## src/rtl/lcd_pkg.sv

```systemverilog
// rtl/lcd_pkg.sv - panel instruction codes, geometry and FSM encoding for lcd_driver
package lcd_pkg;

  localparam logic [7:0] CMD_DISP_ON    = 8'h3F;
  localparam logic [7:0] CMD_START_LINE = 8'hC0;
  localparam logic [7:0] CMD_PAGE       = 8'hB8;
  localparam logic [7:0] CMD_COL        = 8'h40;

  localparam int PAGES = 8;
  localparam int COLS  = 64;

  typedef enum logic [2:0] {
    ST_RST_HOLD,
    ST_INIT_ON,
    ST_INIT_LINE,
    ST_SET_PAGE,
    ST_SET_Y,
    ST_REQ,
    ST_WAIT,
    ST_WRITE
  } lcd_state_t;

  function automatic logic [7:0] page_cmd(input logic [2:0] page);
    return CMD_PAGE | {5'b0, page};
  endfunction

endpackage

```

## src/rtl/lcd_bus_cycle.sv

```systemverilog
// rtl/lcd_bus_cycle.sv - one panel write cycle: setup, E strobe, hold, each DIV clks
module lcd_bus_cycle
  import lcd_pkg::*;
#(
  parameter int DIV = 4
) (
  input  logic       clk,
  input  logic       rst_n,
  input  logic       start,
  input  logic       di,
  input  logic [7:0] data_byte,
  output logic       lcd_e,
  output logic       lcd_di,
  output logic [7:0] lcd_data,
  output logic       done
);

  localparam int CW = $clog2(3 * DIV);
  localparam logic [CW-1:0] E_ON  = CW'(DIV);
  localparam logic [CW-1:0] E_OFF = CW'(2 * DIV);
  localparam logic [CW-1:0] LAST  = CW'(3 * DIV - 1);

  logic          busy;
  logic [CW-1:0] phase;
  logic [CW-1:0] phase_nxt;
  logic          accept;

  assign phase_nxt = phase + 1'b1;
  // The last hold clk may chain straight into the next cycle, so back-to-back
  // cycles have no idle gap; any other start while busy is dropped.
  assign accept = start && (!busy || done);

  always_ff @(posedge clk or negedge rst_n) begin
    if (!rst_n) begin
      busy     <= 1'b0;
      phase    <= '0;
      lcd_e    <= 1'b0;
      lcd_di   <= 1'b0;
      lcd_data <= 8'h00;
      done     <= 1'b0;
    end else if (accept) begin
      busy     <= 1'b1;
      phase    <= '0;
      lcd_e    <= 1'b0;
      lcd_di   <= di;
      lcd_data <= data_byte;
      done     <= 1'b0;
    end else if (busy) begin
      if (phase == LAST) begin
        busy  <= 1'b0;
        lcd_e <= 1'b0;
        done  <= 1'b0;
      end else begin
        phase <= phase_nxt;
        lcd_e <= (phase_nxt >= E_ON) && (phase_nxt < E_OFF);
        done  <= (phase_nxt == LAST);
      end
    end
  end

endmodule

```

## src/rtl/lcd_driver.sv

```systemverilog
// rtl/lcd_driver.sv - power-up sequence then endless page/column refresh of one panel half
module lcd_driver
  import lcd_pkg::*;
#(
  parameter int DIV        = 4,
  parameter int RST_CYCLES = 16,
  parameter int HALF       = 0,
  parameter int RETRY      = 3
) (
  input  logic       clk,
  input  logic       rst_n,
  input  logic [7:0] data_in,
  input  logic       data_valid,
  output logic       en,
  output logic       lcd_rst_n,
  output logic       lcd_cs1,
  output logic       lcd_cs2,
  output logic       lcd_di,
  output logic       lcd_rw,
  output logic       lcd_e,
  output logic [7:0] lcd_data,
  output logic       frame_done
);

  localparam int RW = $clog2(RST_CYCLES + 1);
  localparam int TW = $clog2(RETRY + 1);
  localparam logic [RW-1:0] RST_LAST   = RW'(RST_CYCLES - 1);
  localparam logic [TW-1:0] RETRY_LAST = TW'(RETRY - 1);

  lcd_state_t    state;
  logic [RW-1:0] rst_cnt;
  logic [TW-1:0] retry_cnt;
  logic [2:0]    page;
  logic [5:0]    col;
  logic          col_last;

  logic          bus_start;
  logic          bus_di;
  logic [7:0]    bus_byte;
  logic          bus_done;

  assign lcd_rw   = 1'b0;
  assign col_last = (col == 6'(COLS - 1));

  // Each bus cycle is launched on the same edge that enters the state owning it,
  // so instruction states cost exactly one bus cycle and data writes chain with no gap.
  always_comb begin
    bus_start = 1'b0;
    bus_di    = 1'b0;
    bus_byte  = 8'h00;
    case (state)
      ST_RST_HOLD: begin
        bus_start = (rst_cnt == RST_LAST);
        bus_byte  = CMD_DISP_ON;
      end
      ST_INIT_ON: begin
        bus_start = bus_done;
        bus_byte  = CMD_START_LINE;
      end
      ST_INIT_LINE: begin
        bus_start = bus_done;
        bus_byte  = page_cmd(page);
      end
      ST_SET_PAGE: begin
        bus_start = bus_done;
        bus_byte  = CMD_COL;
      end
      ST_WAIT: begin
        bus_start = data_valid;
        bus_di    = 1'b1;
        bus_byte  = data_in;
      end
      ST_WRITE: begin
        bus_start = bus_done && col_last;
        bus_byte  = page_cmd(page + 3'd1);
      end
      default: begin
        bus_start = 1'b0;
      end
    endcase
  end

  always_ff @(posedge clk or negedge rst_n) begin
    if (!rst_n) begin
      state      <= ST_RST_HOLD;
      rst_cnt    <= '0;
      retry_cnt  <= '0;
      page       <= 3'd0;
      col        <= 6'd0;
      en         <= 1'b0;
      lcd_rst_n  <= 1'b0;
      lcd_cs1    <= 1'b0;
      lcd_cs2    <= 1'b0;
      frame_done <= 1'b0;
    end else begin
      en         <= 1'b0;
      frame_done <= 1'b0;
      case (state)
        ST_RST_HOLD: begin
          if (rst_cnt == RST_LAST) begin
            lcd_rst_n <= 1'b1;
            lcd_cs1   <= (HALF == 0);
            lcd_cs2   <= (HALF != 0);
            state     <= ST_INIT_ON;
          end else begin
            rst_cnt <= rst_cnt + 1'b1;
          end
        end
        ST_INIT_ON:   if (bus_done) state <= ST_INIT_LINE;
        ST_INIT_LINE: if (bus_done) state <= ST_SET_PAGE;
        ST_SET_PAGE:  if (bus_done) state <= ST_SET_Y;
        ST_SET_Y: begin
          if (bus_done) begin
            state <= ST_REQ;
            en    <= 1'b1;
          end
        end
        ST_REQ: begin
          state     <= ST_WAIT;
          retry_cnt <= '0;
        end
        ST_WAIT: begin
          if (data_valid) begin
            state <= ST_WRITE;
          end else if (retry_cnt == RETRY_LAST) begin
            state <= ST_REQ;
            en    <= 1'b1;
          end else begin
            retry_cnt <= retry_cnt + 1'b1;
          end
        end
        ST_WRITE: begin
          if (bus_done) begin
            col <= col + 1'b1;
            if (col_last) begin
              page  <= page + 3'd1;
              state <= ST_SET_PAGE;
              if (page == 3'(PAGES - 1)) frame_done <= 1'b1;
            end else begin
              state <= ST_REQ;
              en    <= 1'b1;
            end
          end
        end
        default: state <= ST_RST_HOLD;
      endcase
    end
  end

  lcd_bus_cycle #(
    .DIV(DIV)
  ) u_bus (
    .clk      (clk),
    .rst_n    (rst_n),
    .start    (bus_start),
    .di       (bus_di),
    .data_byte(bus_byte),
    .lcd_e    (lcd_e),
    .lcd_di   (lcd_di),
    .lcd_data (lcd_data),
    .done     (bus_done)
  );

endmodule
```

## config.mk

```make
export PLATFORM = sky130hd
export DESIGN_NAME = lcd_driver
export DESIGN_NICKNAME = d
export VERILOG_FILES = /design/src/rtl/lcd_pkg.sv /design/src/rtl/lcd_bus_cycle.sv /design/src/rtl/lcd_driver.sv
export SDC_FILE = /design/constraint.sdc
export NUM_CORES = 1
export LEC_CHECK = 0
export ABC_AREA = 1
export CAP_MARGIN = 15
export CORE_UTILIZATION = 50
export DETAILED_ROUTE_END_ITERATION = 10
export DONT_BUFFER_PORTS = 1
export GPL_ROUTABILITY_DRIVEN = 0
export HOLD_SLACK_MARGIN = 0.12
export PLACE_DENSITY_LB_ADDON = 0.08
export SYNTH_ARGS = -nofsm -noshare
export SYNTH_HDL_FRONTEND = slang
export SYNTH_HIERARCHICAL = 1
export SYNTH_SLANG_ARGS = --single-unit
```

## constraint.sdc

```tcl
create_clock -name clk -period 1.8 [get_ports clk]
set_input_delay 0.27 -clock clk [delete_from_list [all_inputs] [get_ports clk]]
set_output_delay 0.27 -clock clk [all_outputs]
set_load 0.03 [all_outputs]
```

### Word level (Yosys, flattened, before mapping)

Index checks and enable logic that the tools add are counted.

* equal/unequal tests: 23
* bitwise operators: 1
* $add $sub $neg: 5
* $lt $le $gt $ge: 2
* reduce and logical (&&, ||, !) cells: 16
* muxes and demuxes: 38

Operators with widths (number)
* $pmux 8 s6: 1
* $mux 3: 9
* $pmux 3 s8: 1
* $mux 1: 19
* $eq 3x3->1 const B: 5
* $mux 4: 3
* $ne 2x1->1 const B: 6
* $eq 4x4->1 const B: 2
* $reduce_and 2->1: 4
* $reduce_and 7->1: 1
* $add 6x1->6 const B: 1
* $eq 3x2->1 const B: 2
* $eq 6x6->1 const B: 1
* $ne 2x2->1 const B: 3
* $reduce_and 3->1: 2
* $add 5x1->5 const B: 1
* $eq 5x4->1 const B: 1
* $add 4x1->4 const B: 1
* $ge 4x3->1 const B: 1
* $lt 4x4->1 const B: 1
* $mux 2: 2
* $pmux 1 s4: 1
* $pmux 2 s2: 1
* $reduce_bool 2->1: 2
* 12 further kinds: 14

* bits in registers: 38
* word-level logic and storage cells: 99
* input port bits: 11

### Logic depth before layout (Yosys ltp)

* depth in word-level cells: 6
* depth in mapped cells: 11
* depth with buffers taken out: 10

### Modules after synthesis

Netlist, hierarchy kept.

By module, submodules not included
* lcd_driver: area an instance 1361.3 µm², instances 1, cells an instance 167, sequential area each 550.5 µm²
* lcd_bus_cycle: area an instance 747.0 µm², instances 1, cells an instance 90, sequential area each 400.4 µm²

### Worst setup path before layout

Ideal clock, no wire load.

* kind: register -> register
* from: register col[0]
* to: register u_bus.phase[2]
* path buffers: 0
* library setup time: 0.129 ns
* path slack: 0.003 ns
* cell stages (with the launch flop): 10
* arrival time: 1.669 ns
* cells stage by stage: dfrtp_1 > ha_1 > nand3_1 > nor2_1 > nand3_2 > o2111ai_1 > a21boi_4 > nor2_1 > nand2_1 > o21ai_0

* cells in the longest elaborated chain, start to end: 6
* elaborated cells on any way between the ends: 8
* those cells by class: eq/ne (2); mux (2); reduce/logical (4)

RTL lines
* from (decl): line lcd_driver.sv:34 `logic [5:0] col;`
* from (signal assigned): line lcd_driver.sv:134 `col <= col + 1'b1;`
* $eq 6x6->1 (*): line lcd_driver.sv:43 `assign col_last = (col == 6'(COLS - 1));`
* $logic_and 1x1->1 (*): line lcd_driver.sv:74 `bus_start = bus_done && col_last;`
* $pmux 1 s4 (*): line lcd_driver.sv:51 `case (state)`
* named net bus_start: line lcd_driver.sv:37 `logic bus_start;`
* $logic_and 1x1->1 (*): line lcd_bus_cycle.sv:31 `assign accept = start && (!busy || done);`
* $ne 2x1->1 (no line) / $reduce_bool 2->1 (equally long branches)
* $reduce_and 2->1 (no line)
* to (signal assigned): line lcd_bus_cycle.sv:54 `phase <= phase_nxt;`
* to (decl): line lcd_bus_cycle.sv:24 `logic [CW-1:0] phase;`

The timed path passes the listed nets; every way through them passes the cells marked *.
A chain may end at the register's enable or synchronous reset.

### Final worst setup path

* from: register rst_cnt[1]
* to: register u_bus.lcd_data[2]

* cells in the longest elaborated chain, start to end: 3

RTL lines
* from (decl): line lcd_driver.sv:31 `logic [RW-1:0] rst_cnt;`
* from (signal assigned): line lcd_driver.sv:106 `rst_cnt <= rst_cnt + 1'b1;`
* $eq 5x4->1: line lcd_driver.sv:53 `bus_start = (rst_cnt == RST_LAST);`
* $pmux 1 s4: line lcd_driver.sv:51
* named net bus_start: line lcd_driver.sv:37
* $logic_and 1x1->1: line lcd_bus_cycle.sv:31
* to (signal assigned): line lcd_bus_cycle.sv:46 `lcd_data <= data_byte;`
* to (decl): line lcd_bus_cycle.sv:14 `output logic [7:0] lcd_data,`

The timed path passes the listed nets, and every way through them passes these cells.

==> impl_metrics.ini <==
[synthesis]
syn-cell-area_um2 = 2110
ys_ff_latch = 38
synth_top_area_cell = dfrtp_1
yosysWarnings = 6
synth_top_cell_area_share_pct = 45.1
synthArstFlopShare_pct = 100
yosys_most_used_dff = dfrtp_1
yosysMostFrequentCell = nand2_1
synthTopCellsByArea = dfrtp_1 45%, nand2_1 17%, ha_1 4.7%
netlist_instances = 257
netlist_top_cells_count = 96 x nand2_1, 38 x dfrtp_1, 23 x inv_1, 15 x nor2_1, 12 x nand3_1
synth_area_per_cell_um2 = 8.20
yosysSeqAreaShare_pct = 45.1
yosysUniqueCellTypes = 32
synth_edf_count = 0

[setup_path]
end_kind = flip-flop
arrival_ps = 1910
cp_num_cells = 9
cp_cell_sequence = ha_2, and3_1, ha_2, nand2_2, o2111ai_4, a21boi_4, buf_12, nand2_1, nand2_1
cpPeakStageDelay_ps = 410
timing.rr.start = rst_cnt[1]
rr_worst_depth = 9
slowest_stage = dfrtp_1
required_ps = 1990
reg2reg_to = u_bus/lcd_data[2]
crit_path_start = rst_cnt[1]
critPathMaxFanout = 9
path_class = reg2reg
regToRegSetupSlack_ps = 70
cp-start-kind = flip-flop
cp_top_family = flip-flops
worstSetupEndpoint = u_bus/lcd_data[2]
worst-path-buf-inv = 1

[floorplanning]
ioPinCount = 27
die_height_um = 66.9
fp.dieW_um = 66.9
core_area_um2 = 4030
num_rows = 23
dieArea_um2 = 4480
start_util_pct = 52.3

[clock_network]
cts_buffers = 5
postCtsSetupBuffers = 0
cts_tree = done
path_clk_slew_ps = 70
cts.path.max_buffers = 2
clkSinkCount = 38
clk_latency_ps = 290
cts_root_buf = clkbuf_8
htreeDepth = 2

[finish]
fin_nets = 295
areaGrowthSynthToFinish_pct = 14.5
antenna_cells = 0
drive_gt1_share_pct = 19.1
nFillCells = 368

[timing]
rsz0062_at_grt = no
clock_skew_ps = 7.30
setup_tns_ps = 0
fin_crit_sh_pct = 95.9
tightestPinTransition_ps = 554
slew-limit-headroom_pct = 63.1
drv_slew = 0
timing.fmax_mhz = 579
hold_viol = 0
setup_viol = 0
layout_setup_ws_ps = 73.1
period_needed_ps = 1730

[detailed_routing]
detail_route.vias_per_cell = 4.97
drt-initial-drc-count = 61
ant_nets = 0
vias = 1626
routedWlPerCell_um = 12.4
drc = 0
drt-total-wl_um = 4040
first_pass_iters = 4

[grt]
grt_pass1_wl_um = 6440
grt_overflow_total = 0
grt_pass1_vias = 1487
grt_max_degree = 39
antenna_found_initial = 0
grt_usage_pct = 19.4

[power_and_ir_drop]
leakagePower_nw = 1.26
finalPower_mw = 1.48
vdd_drop_max_mv = 0.450
power_density_nw_per_um2 = 613

[placement]
io_buffer_count = 0
dp_slack_ps = -67.4
dpl.hpwl_um = 2910

[run_status]
outcome = complete, no violations

[run]
max_cap_violations = 0

[worst_hold_path]
min_path_type = in2reg
## final cells by class
class | count | area (um2) | area share, %
flip-flops and latches | 38 | 951 | 39.4
clock buffers | 7 | 86.3 | 3.58
inverters | 29 | 114 | 4.72
repair buffers | 18 | 175 | 7.25
clock inverters | 1 | 5.00 | 0.207
multi-input cells | 184 | 1020 | 42.3
well taps | 50 | 62.6 | 2.59
## worst min-delay path by stage
stage                   endpoint       start  depth (start not counted)  slack [ps]
2_1_floorplan             col[0]       rst_n                          0         -30
3_3_place_gp      u_bus/phase[1]       rst_n                          0         -20
3_5_place_dp      u_bus/phase[0]       rst_n                          0         -20
4_1_cts        u_bus/lcd_data[4]  data_in[4]                          4         180
5_1_grt        u_bus/lcd_data[5]  data_in[5]                          4         210
6_report       u_bus/lcd_data[3]  data_in[3]                          4         190
## metrics by stage
stage	utilization (%)	cells	hold WS, ps	instance area [um2]
2_1_floorplan	-	258	-25.6	2110
3_3_place_gp	56.2	317	-24.9	2260
3_5_place_dp	56.2	317	-24.7	2260
4_1_cts	59.4	327	181	2390
5_1_grt	59.9	327	209	2410
6_report	59.9	327	188	2410
## worst reg2reg max path: stages, from the launching register on
cell       delay, ps
dfrtp_1          410
ha_2             180
and3_1           180
ha_2             180
nand2_2           90
o2111ai_4        130
a21boi_4         190
buf_12           150
nand2_1           70
nand2_1           50
## flip-flops by register name, indices dropped and copies added (netlist names), 2 cells and up
register,flops
state,3
page,3
u_bus/lcd_data,8
retry_cnt,2
col,6
rst_cnt,5
u_bus/phase,4
## cells in the final DEF (no fill, tap or decap), types with 6 or more instances in the layout
cell      netlist  routed
nand3_1        12      12
nor2_1         15      13
nand2_1        96      95
clkbuf_8        1       6
inv_1          23      23
dfrtp_1        38      38
buf_4           5      14
ha_1            8       6
o21ai_1         6       6
## report_power, final
group | switching, mW | internal [mW] | leakage [nW]
sequential | 0 | 0.853 | 0.459
combinational | 0.0250 | 0.00665 | 0.756
clock | 0.286 | 0.309 | 0.0482
## timing repair
action / 4_1_cts / 5_1_grt
setup endpoints to repair: 14 / 15
pin swaps: 1 / 1
resized for setup: 2 / 5
hold buffers: 2 / 0
endpoints found under the hold margin: 38 / 0
## logic make-up (layout without fill, tap and decap cells)
kind of cell    after synthesis  after routing  synth area share, %
compound gates               23             23                 7.36
simple gates                142            142                 30.8
other cells                   1              2                0.178
fa+ha+maj                     8              8                 4.75
flops                        38             38                 45.1
xor+xnor                      9              9                 3.74
buf+inv                      36             55                 8.07
## routing by layer
| layer | track usage [%] | share of wire, % | wire length, um | vias to the layer above |
|---|---|---|---|---|
| met1 | 23.8 | 45 | 1840 | 759 |
| met2 | 32.1 | 49 | 1970 | 25 |
| met3 | 6.51 | 4.6 | 186 | 4 |
| li1 | - | - | - | 838 |
| met5 | 0 | 0 | 0 | - |
| met4 | 5.59 | 1.1 | 46 | 0 |
(Power assumes the default switching activity.)
